<file path="src/rtl/multicycle_core_pkg.sv">
// -----------------------------------------------------------------------------
// multicycle_core_pkg
// Shared definitions for the multicycle RV32I-subset core: FSM state encoding,
// major opcode constants, ALU operation and immediate-format enums, plus the
// funct3/funct7 -> ALU operation decoder shared by R- and I-type execution.
// -----------------------------------------------------------------------------
package multicycle_core_pkg;

    typedef enum logic [3:0] {
        FETCH,
        DECODE,
        EXEC_R,
        EXEC_I,
        MEMADDR,
        MEMRD,
        MEMWR,
        WB_ALU,
        WB_MEM,
        BRANCH,
        JAL,
        HALT
    } state_t;

    localparam logic [6:0] OP_R      = 7'b0110011;
    localparam logic [6:0] OP_I      = 7'b0010011;
    localparam logic [6:0] OP_LOAD   = 7'b0000011;
    localparam logic [6:0] OP_STORE  = 7'b0100011;
    localparam logic [6:0] OP_BRANCH = 7'b1100011;
    localparam logic [6:0] OP_JAL    = 7'b1101111;

    typedef enum logic [2:0] {
        ALU_ADD,
        ALU_SUB,
        ALU_AND,
        ALU_OR,
        ALU_SLT
    } alu_op_t;

    typedef enum logic [1:0] {
        IMM_I,
        IMM_S,
        IMM_B,
        IMM_J
    } imm_type_t;

    // Legality is decided on the opcode alone; funct3 values outside the
    // supported set fall back to an add.
    function automatic alu_op_t alu_decode(input logic [2:0] funct3, input logic sub_bit);
        alu_op_t op;
        case (funct3)
            3'b000:  op = sub_bit ? ALU_SUB : ALU_ADD;
            3'b010:  op = ALU_SLT;
            3'b110:  op = ALU_OR;
            3'b111:  op = ALU_AND;
            default: op = ALU_ADD;
        endcase
        return op;
    endfunction

endpackage

</file>
<file path="src/rtl/multicycle_core_regfile.sv">
// -----------------------------------------------------------------------------
// regfile
// 32 x XLEN integer register file, two combinational read ports, one write
// port. x0 is hard-wired to zero: writes to it are dropped and reads return 0.
// No reset: contents survive a core reset.
// Ports:
//   clk                      clock
//   i_raddr_a / o_rdata_a    read port A
//   i_raddr_b / o_rdata_b    read port B
//   i_we, i_waddr, i_wdata   write port
// -----------------------------------------------------------------------------
module regfile #(
    parameter int XLEN = 32
) (
    input  logic            clk,
    input  logic [4:0]      i_raddr_a,
    output logic [XLEN-1:0] o_rdata_a,
    input  logic [4:0]      i_raddr_b,
    output logic [XLEN-1:0] o_rdata_b,
    input  logic            i_we,
    input  logic [4:0]      i_waddr,
    input  logic [XLEN-1:0] i_wdata
);

    logic [XLEN-1:0] r_mem [0:31];

    always_ff @(posedge clk) begin
        if (i_we && (i_waddr != 5'd0)) begin
            r_mem[i_waddr] <= i_wdata;
        end
    end

    // Reads are combinational so DECODE can latch operands in its own cycle.
    assign o_rdata_a = (i_raddr_a == 5'd0) ? '0 : r_mem[i_raddr_a];
    assign o_rdata_b = (i_raddr_b == 5'd0) ? '0 : r_mem[i_raddr_b];

endmodule

</file>
<file path="src/rtl/multicycle_core.sv">
// -----------------------------------------------------------------------------
// multicycle_core
// Multicycle RV32I subset (add/sub/and/or/slt, addi/andi/ori/slti, lw, sw,
// beq, jal) sharing one memory port for fetch and data. Illegal opcodes halt.
// Ports:
//   clk        clock
//   reset      synchronous, active-low
//   mem_req    memory request valid
//   mem_we     1 = store, 0 = read (valid with mem_req)
//   mem_addr   word-aligned byte address
//   mem_wdata  store data
//   mem_rdata  read data, valid with mem_ready
//   mem_ready  completes the current request
//   pc         architectural PC register
//   halted     sticky illegal-opcode flag
// -----------------------------------------------------------------------------
module multicycle_core
    import multicycle_core_pkg::*;
#(
    parameter int              XLEN     = 32,
    parameter logic [XLEN-1:0] RESET_PC = '0
) (
    input  logic            clk,
    input  logic            reset,
    output logic            mem_req,
    output logic            mem_we,
    output logic [XLEN-1:0] mem_addr,
    output logic [XLEN-1:0] mem_wdata,
    input  logic [XLEN-1:0] mem_rdata,
    input  logic            mem_ready,
    output logic [XLEN-1:0] pc,
    output logic            halted
);

    state_t          r_state;
    logic [XLEN-1:0] r_pc, r_ir, r_old_pc, r_a, r_b, r_alu_out, r_mdr;
    logic            r_halted;

    logic [6:0]      w_opcode;
    logic [2:0]      w_funct3;
    logic [XLEN-1:0] w_rs1_data, w_rs2_data;
    imm_type_t       w_imm_type;
    logic [XLEN-1:0] w_imm;
    alu_op_t         w_alu_op;
    logic [XLEN-1:0] w_alu_b, w_alu_res;
    logic [XLEN-1:0] w_pc_target;
    logic            w_rf_we;
    logic [XLEN-1:0] w_rf_wdata;

    assign w_opcode = r_ir[6:0];
    assign w_funct3 = r_ir[14:12];

    regfile #(.XLEN(XLEN)) u_regfile (
        .clk       (clk),
        .i_raddr_a (r_ir[19:15]),
        .o_rdata_a (w_rs1_data),
        .i_raddr_b (r_ir[24:20]),
        .o_rdata_b (w_rs2_data),
        .i_we      (w_rf_we),
        .i_waddr   (r_ir[11:7]),
        .i_wdata   (w_rf_wdata)
    );

    // Immediate format follows the opcode of the latched instruction.
    always_comb begin
        w_imm_type = IMM_I;
        case (w_opcode)
            OP_STORE:  w_imm_type = IMM_S;
            OP_BRANCH: w_imm_type = IMM_B;
            OP_JAL:    w_imm_type = IMM_J;
            default:   w_imm_type = IMM_I;
        endcase
    end

    always_comb begin
        w_imm = {{(XLEN-12){r_ir[31]}}, r_ir[31:20]};
        case (w_imm_type)
            IMM_S:   w_imm = {{(XLEN-12){r_ir[31]}}, r_ir[31:25], r_ir[11:7]};
            IMM_B:   w_imm = {{(XLEN-13){r_ir[31]}}, r_ir[31], r_ir[7], r_ir[30:25], r_ir[11:8], 1'b0};
            IMM_J:   w_imm = {{(XLEN-21){r_ir[31]}}, r_ir[31], r_ir[19:12], r_ir[20], r_ir[30:21], 1'b0};
            default: w_imm = {{(XLEN-12){r_ir[31]}}, r_ir[31:20]};
        endcase
    end

    // ALU: register operand B only for R-type; every other user (I-type,
    // address generation) adds the immediate.
    always_comb begin
        w_alu_op = ALU_ADD;
        w_alu_b  = w_imm;
        if (r_state == EXEC_R) begin
            w_alu_op = alu_decode(w_funct3, r_ir[30]);
            w_alu_b  = r_b;
        end else if (r_state == EXEC_I) begin
            w_alu_op = alu_decode(w_funct3, 1'b0);
        end
        w_alu_res = r_a + w_alu_b;
        case (w_alu_op)
            ALU_SUB: w_alu_res = r_a - w_alu_b;
            ALU_AND: w_alu_res = r_a & w_alu_b;
            ALU_OR:  w_alu_res = r_a | w_alu_b;
            ALU_SLT: w_alu_res = {{(XLEN-1){1'b0}}, ($signed(r_a) < $signed(w_alu_b))};
            default: w_alu_res = r_a + w_alu_b;
        endcase
    end

    // Branch and jump targets are relative to the instruction's own address.
    assign w_pc_target = r_old_pc + w_imm;

    assign w_rf_we = (r_state == WB_ALU) || (r_state == WB_MEM) || (r_state == JAL);
    always_comb begin
        w_rf_wdata = r_alu_out;
        if (r_state == WB_MEM) begin
            w_rf_wdata = r_mdr;
        end else if (r_state == JAL) begin
            w_rf_wdata = r_old_pc + XLEN'(4);
        end
    end

    always_ff @(posedge clk) begin
        if (!reset) begin
            r_state   <= FETCH;
            r_pc      <= RESET_PC;
            r_halted  <= 1'b0;
            r_ir      <= '0;
            r_old_pc  <= '0;
            r_a       <= '0;
            r_b       <= '0;
            r_alu_out <= '0;
            r_mdr     <= '0;
        end else begin
            case (r_state)
                FETCH: begin
                    if (mem_ready) begin
                        r_ir     <= mem_rdata;
                        r_old_pc <= r_pc;
                        r_pc     <= r_pc + XLEN'(4);
                        r_state  <= DECODE;
                    end
                end
                DECODE: begin
                    r_a <= w_rs1_data;
                    r_b <= w_rs2_data;
                    case (w_opcode)
                        OP_R:               r_state <= EXEC_R;
                        OP_I:               r_state <= EXEC_I;
                        OP_LOAD, OP_STORE:  r_state <= MEMADDR;
                        OP_BRANCH:          r_state <= BRANCH;
                        OP_JAL:             r_state <= JAL;
                        default: begin
                            r_state  <= HALT;
                            r_halted <= 1'b1;
                        end
                    endcase
                end
                EXEC_R, EXEC_I: begin
                    r_alu_out <= w_alu_res;
                    r_state   <= WB_ALU;
                end
                MEMADDR: begin
                    r_alu_out <= w_alu_res;
                    r_state   <= (w_opcode == OP_STORE) ? MEMWR : MEMRD;
                end
                MEMRD: begin
                    if (mem_ready) begin
                        r_mdr   <= mem_rdata;
                        r_state <= WB_MEM;
                    end
                end
                MEMWR: begin
                    if (mem_ready) begin
                        r_state <= FETCH;
                    end
                end
                WB_ALU, WB_MEM: r_state <= FETCH;
                BRANCH: begin
                    if (r_a == r_b) begin
                        r_pc <= w_pc_target;
                    end
                    r_state <= FETCH;
                end
                JAL: begin
                    r_pc    <= w_pc_target;
                    r_state <= FETCH;
                end
                HALT:    r_state <= HALT;
                default: r_state <= HALT;
            endcase
        end
    end

    // Gating with reset drops any request as soon as reset is asserted, so a
    // transaction in progress is abandoned rather than completed.
    assign mem_req   = reset && ((r_state == FETCH) || (r_state == MEMRD) || (r_state == MEMWR));
    assign mem_we    = (r_state == MEMWR);
    assign mem_addr  = (r_state == FETCH) ? r_pc : r_alu_out;
    assign mem_wdata = r_b;
    assign pc        = r_pc;
    assign halted    = r_halted;

endmodule

</file>
<file path="config.mk">
export PLATFORM = sky130hd
export DESIGN_NAME = multicycle_core
export DESIGN_NICKNAME = d
export VERILOG_FILES = /design/src/rtl/multicycle_core_pkg.sv /design/src/rtl/multicycle_core_regfile.sv /design/src/rtl/multicycle_core.sv
export SDC_FILE = /design/constraint.sdc
export NUM_CORES = 2
export LEC_CHECK = 0
export ABC_CLOCK_PERIOD_IN_PS = 3650
export CAP_MARGIN = 30
export CELL_PAD_IN_SITES_DETAIL_PLACEMENT = 1
export CELL_PAD_IN_SITES_GLOBAL_PLACEMENT = 2
export CORE_MARGIN = 2
export CORE_UTILIZATION = 36
export DETAILED_ROUTE_END_ITERATION = 10
export DONT_BUFFER_PORTS = 1
export PLACE_DENSITY = 0.65
export SLEW_MARGIN = 20
export SYNTH_ARGS = -nofsm -noshare
export SYNTH_HDL_FRONTEND = slang
export SYNTH_HIERARCHICAL = 1
export SYNTH_SLANG_ARGS = --single-unit
</file>
<file path="constraint.sdc">
create_clock -name clk -period 3.65 [get_ports clk]
set_clock_uncertainty 0.05 [all_clocks]
set_input_delay 0.365 -clock clk [delete_from_list [all_inputs] [get_ports clk]]
set_output_delay 0.365 -clock clk [all_outputs]
set_load 0.005 [all_outputs]
</file>
==> out/metrics.yaml <==
power_and_ir_drop:
  ir_drop_mv: 0.533
  p_comb_frac: 0.416
  internal_power_mw: 35.0
  swShare: 0.385
  clockPowerShare: 0.258
  p_seq_frac: 0.326
  power_density_nw_per_um2: 705
  switchingPower_mw: 22.0
  leakagePower_nw: 27.1
cells_and_area:
  drive_gt1_frac: 0.291
  synthToLayoutAreaGrowth_pct: 23.2
  nets: 5833
  final_cells: 8148
  post-route-util: 0.447
setup_path:
  path_max_fanout: 3
  crit_required_ns: 4.36
  critPathKind: "reg2reg"
  r2r_slack_ns: -0.27
  r2r_cells: 19
  cp_slowest_cell: "or3b_1"
  r2r_start: "r_ir[4]"
  start_kind: "flip-flop"
  endpoint_kind: "flip-flop"
  cp.arrival_ns: 4.63
  crit_buf_inv: 3
  path_cells: "nand4b_1 > nor2_2 > nor2_2 > a21o_1 > a222oi_1 > buf_4 > nand2_4 > o21a_4 > buf_6 > ha_4 > a21o_1 > a31oi_4 > o21ai_2 > o31ai_4 > buf_4 > o41a_1 > o221ai_2 > or3b_1 > a31oi_1"
  rr_endpoint: "r_alu_out[31]"
  cpLargestDelayFamily: "compound AO/OA/AOI/OAI gates"
  slowest_delay_ns: 0.37
placed_design:
  dp_hpwl_um: 187000
  place_congestion: 0.923
  dpl.cell_count: 7793
  portBuffers: 0
timing:
  fmaxAchievable_mhz: 255
  setup_ws_ns: -0.267
  rsz0062_at_grt: "true"
  post-route-min-period_ns: 3.92
  hold_viol_final: 0
  maxSlewViolCount: 0
  slew_headroom: 0.287
  tightestPinTransition_ns: 1.06
  finalCritPeriodShare: 1.07
  fin_tns_setup_ns: -2.82
  setup_violations: 30
route:
  drcViolationCount: 0
  antenna_left: 0
  drt_iter0_markers: 5228
  via_per_inst: 6.10
  dr.pass1.iters: 6
  vias: 49700
  post_drt_wl_per_cell_um: 34.3
  drt-total-wl_um: 280000
run_status:
  violations: "setup timing"
  status: "finished, violations left"
logic_synthesis:
  synth_cells: 5106
  synth_top_cells_by_count: "1024 x edfxtp_1, 636 x nand2_1, 362 x a21oi_1, 338 x mux2i_1, 298 x mux4_2"
  synth.top_cell.area_share: 0.469
  netlist_area_um2: 65600
  synth-seq-cells: 1253
  synth_warnings: 6
  synth_flop_cell: "edfxtp_1"
  synthAdderAreaFrac: 0.0259
  synth_mux_area_frac: 0.192
  synth_simple_gate_area_frac: 0.0784
  ys_types: 87
  syn_avg_cell_area_um2: 12.8
  synth_edf_count: 1024
  synth_xor_area_frac: 0.0148
  synthTopCellsByArea: "edfxtp_1 47%, mux4_2 10%, dfxtp_1 7.0%, mux2i_1 5.2%, nand2_1 3.6%"
  yosysSeqAreaShare: 0.539
  synth.most_common_cell: "edfxtp_1"
  synthArstFlopShare: 0
  synth_top_family_by_area: "multiplexers"
  synth_compound_area_frac: 0.116
  synth_top_cell_by_area: "edfxtp_1"
clocking:
  cts_buffers: 146
  cts_tree: "done"
  clkTransAtPathRegs_ns: 0.07
  clockBufferDepth: 3
  clock_latency_ns: 0.84
  clkSinkCount: 1253
  clockRootBuffer: "clkbuf_16"
  h-tree-depth: 4
die:
  die_x_um: 431
  core-area_um2: 181000
  io_pins: 134
  rows: 156
  die_area_um2: 186000
  start_util: 0.363
  dieHeight_um: 431
worst_hold_path:
  whs_path_depth: 3
  hold_class: "in2reg"
  min_to: "r_ir[24]"
  hold_start: "mem_ready"
global_routing:
  grt_util_all_layers: 0.295
  use_met2: 0.482
  grt_pass1_vias: 50500
  gr-total-overflow: 0
  grt_max_degree: 110
  antenna_found_initial: 8
  gr-usage-met3: 0.0444
  met1_usage: 0.391
  grt_pass1_wl_um: 390000
  top_usage_layer: "met2"
job:
  drv_cap: 0
kinds of logic after synthesis:
kind of cell	Yosys count
other cells	1
xor+xnor	111
buf+inv	506
compound gates	1164
mux	786
simple gates	1151
fa+ha+maj	134
flops	1253
worst max-delay path by stage:
| stage | startpoint | end | slack, ns | cells after the start |
|---|---|---|---|---|
| global placement | r_ir[4] | r_alu_out[31] | -0.64 | 18 |
| finish | r_ir[4] | r_alu_out[31] | -0.27 | 19 |
| floorplan | r_state[2] | u_regfile/r_mem[28][0] | -0.02 | 9 |
| detailed placement | r_ir[4] | r_alu_out[31] | -0.70 | 20 |
| global route | r_ir[4] | r_alu_out[31] | -0.48 | 19 |
| CTS | r_ir[4] | r_alu_out[31] | -0.18 | 19 |
repair_timing:
action,in CTS,in global routing
pin swaps,82,134
setup endpoints to repair,42,56
hold endpoints to repair,139,0
buffers inserted,17,26
hold buffers,56,0
gates resized for setup,192,178
state kept, by name, summed over array words and instances, names as in the netlist:
signal           cells
r_ir                32
r_a                 32
r_mdr               32
mem_wdata           32
r_state              4
r_old_pc            32
halted               1
u_regfile/r_mem   1024
r_alu_out           32
pc                  32
power by group through the flow:
| stage | sequential, mW | clock (mW) | combinational (mW) |
|---|---|---|---|
| floorplan | 18.3 | 0 | 10.9 |
| global placement | 18.8 | 0 | 20.9 |
| detailed placement | 18.8 | 0 | 21.1 |
| CTS | 18.6 | 14.9 | 22.4 |
| global route | 18.6 | 15.4 | 24.9 |
| finish | 18.6 | 14.7 | 23.7 |
placed cells by master (no fill, tap or decap), drive strengths merged, types with 14 or more instances in the layout:
| master | Yosys | routed |
|---|---|---|
| edfxtp | 1024 | 1024 |
| buf | 137 | 700 |
| nand2 | 636 | 636 |
| a21oi | 362 | 362 |
| mux4 | 352 | 352 |
| mux2i | 338 | 338 |
| o21ai | 255 | 255 |
| dfxtp | 229 | 229 |
| nor2 | 192 | 192 |
| clkbuf | 239 | 179 |
| inv | 130 | 136 |
| ha | 131 | 131 |
| mux2 | 96 | 96 |
| a211oi | 94 | 94 |
| a221oi | 73 | 73 |
| a22oi | 71 | 71 |
| o221ai | 71 | 71 |
| xor2 | 67 | 67 |
| nand4 | 59 | 59 |
| clkinv | 0 | 57 |
| dlygate4sd3 | 0 | 55 |
| nor2b | 54 | 54 |
| nand3 | 47 | 47 |
| xnor2 | 44 | 44 |
| nor3 | 41 | 41 |
| a311oi | 38 | 38 |
| a21o | 34 | 34 |
| conb | 1 | 32 |
| a31oi | 29 | 29 |
| o21a | 22 | 22 |
| and2 | 20 | 20 |
| nor4 | 20 | 20 |
| and3 | 17 | 17 |
| o21bai | 17 | 17 |
| o31ai | 16 | 16 |
| o211ai | 14 | 14 |
| o2111ai | 14 | 14 |
per-stage QoR:
| stage | hold slack, ns | power (mW) | worst slack [ns] | area, um^2 |
|---|---|---|---|---|
| final | 0.0579 | 57.0 | -0.267 | 80800 |
| after global routing | 0.0571 | 58.9 | -0.475 | 80800 |
| after CTS | 0.00496 | 55.8 | -0.178 | 79800 |
| after detailed placement | 0.395 | 39.9 | -0.701 | 73500 |
| after global placement | 0.388 | 39.7 | -0.641 | 73400 |
| after floorplan | 0.383 | 29.3 | -0.0212 | 65700 |
metal layers:
layer | routed length, um | vias up | part of all wire
met1 | 116000 | 26100 | 0.42
li1 | - | 21000 | -
met3 | 18500 | 474 | 0.066
met5 | 22 | - | 0.000079
met4 | 13000 | 4 | 0.047
met2 | 132000 | 2062 | 0.47
layout make-up:
class / count / area (um^2)
inverter: 130 / 499
clock buffer: 179 / 3820
multi-input combinational: 3378 / 30200
fill: 18400 / 100000
clock inverter: 81 / 925
antenna: 2 / 5.00
tap: 2370 / 2970
timing repair buffer: 755 / 6990
sequential: 1253 / 35400
worst register-to-register path: stages, from the launching register on:
cell	delay (ns)
dfxtp_2	0.32
nand4b_1	0.29
nor2_2	0.27
nor2_2	0.07
a21o_1	0.16
a222oi_1	0.22
buf_4	0.20
nand2_4	0.06
o21a_4	0.14
buf_6	0.12
ha_4	0.14
a21o_1	0.19
a31oi_4	0.21
o21ai_2	0.10
o31ai_4	0.27
buf_4	0.16
o41a_1	0.23
o221ai_2	0.15
or3b_1	0.37
a31oi_1	0.16
Power figures use the tool's default switching activity.
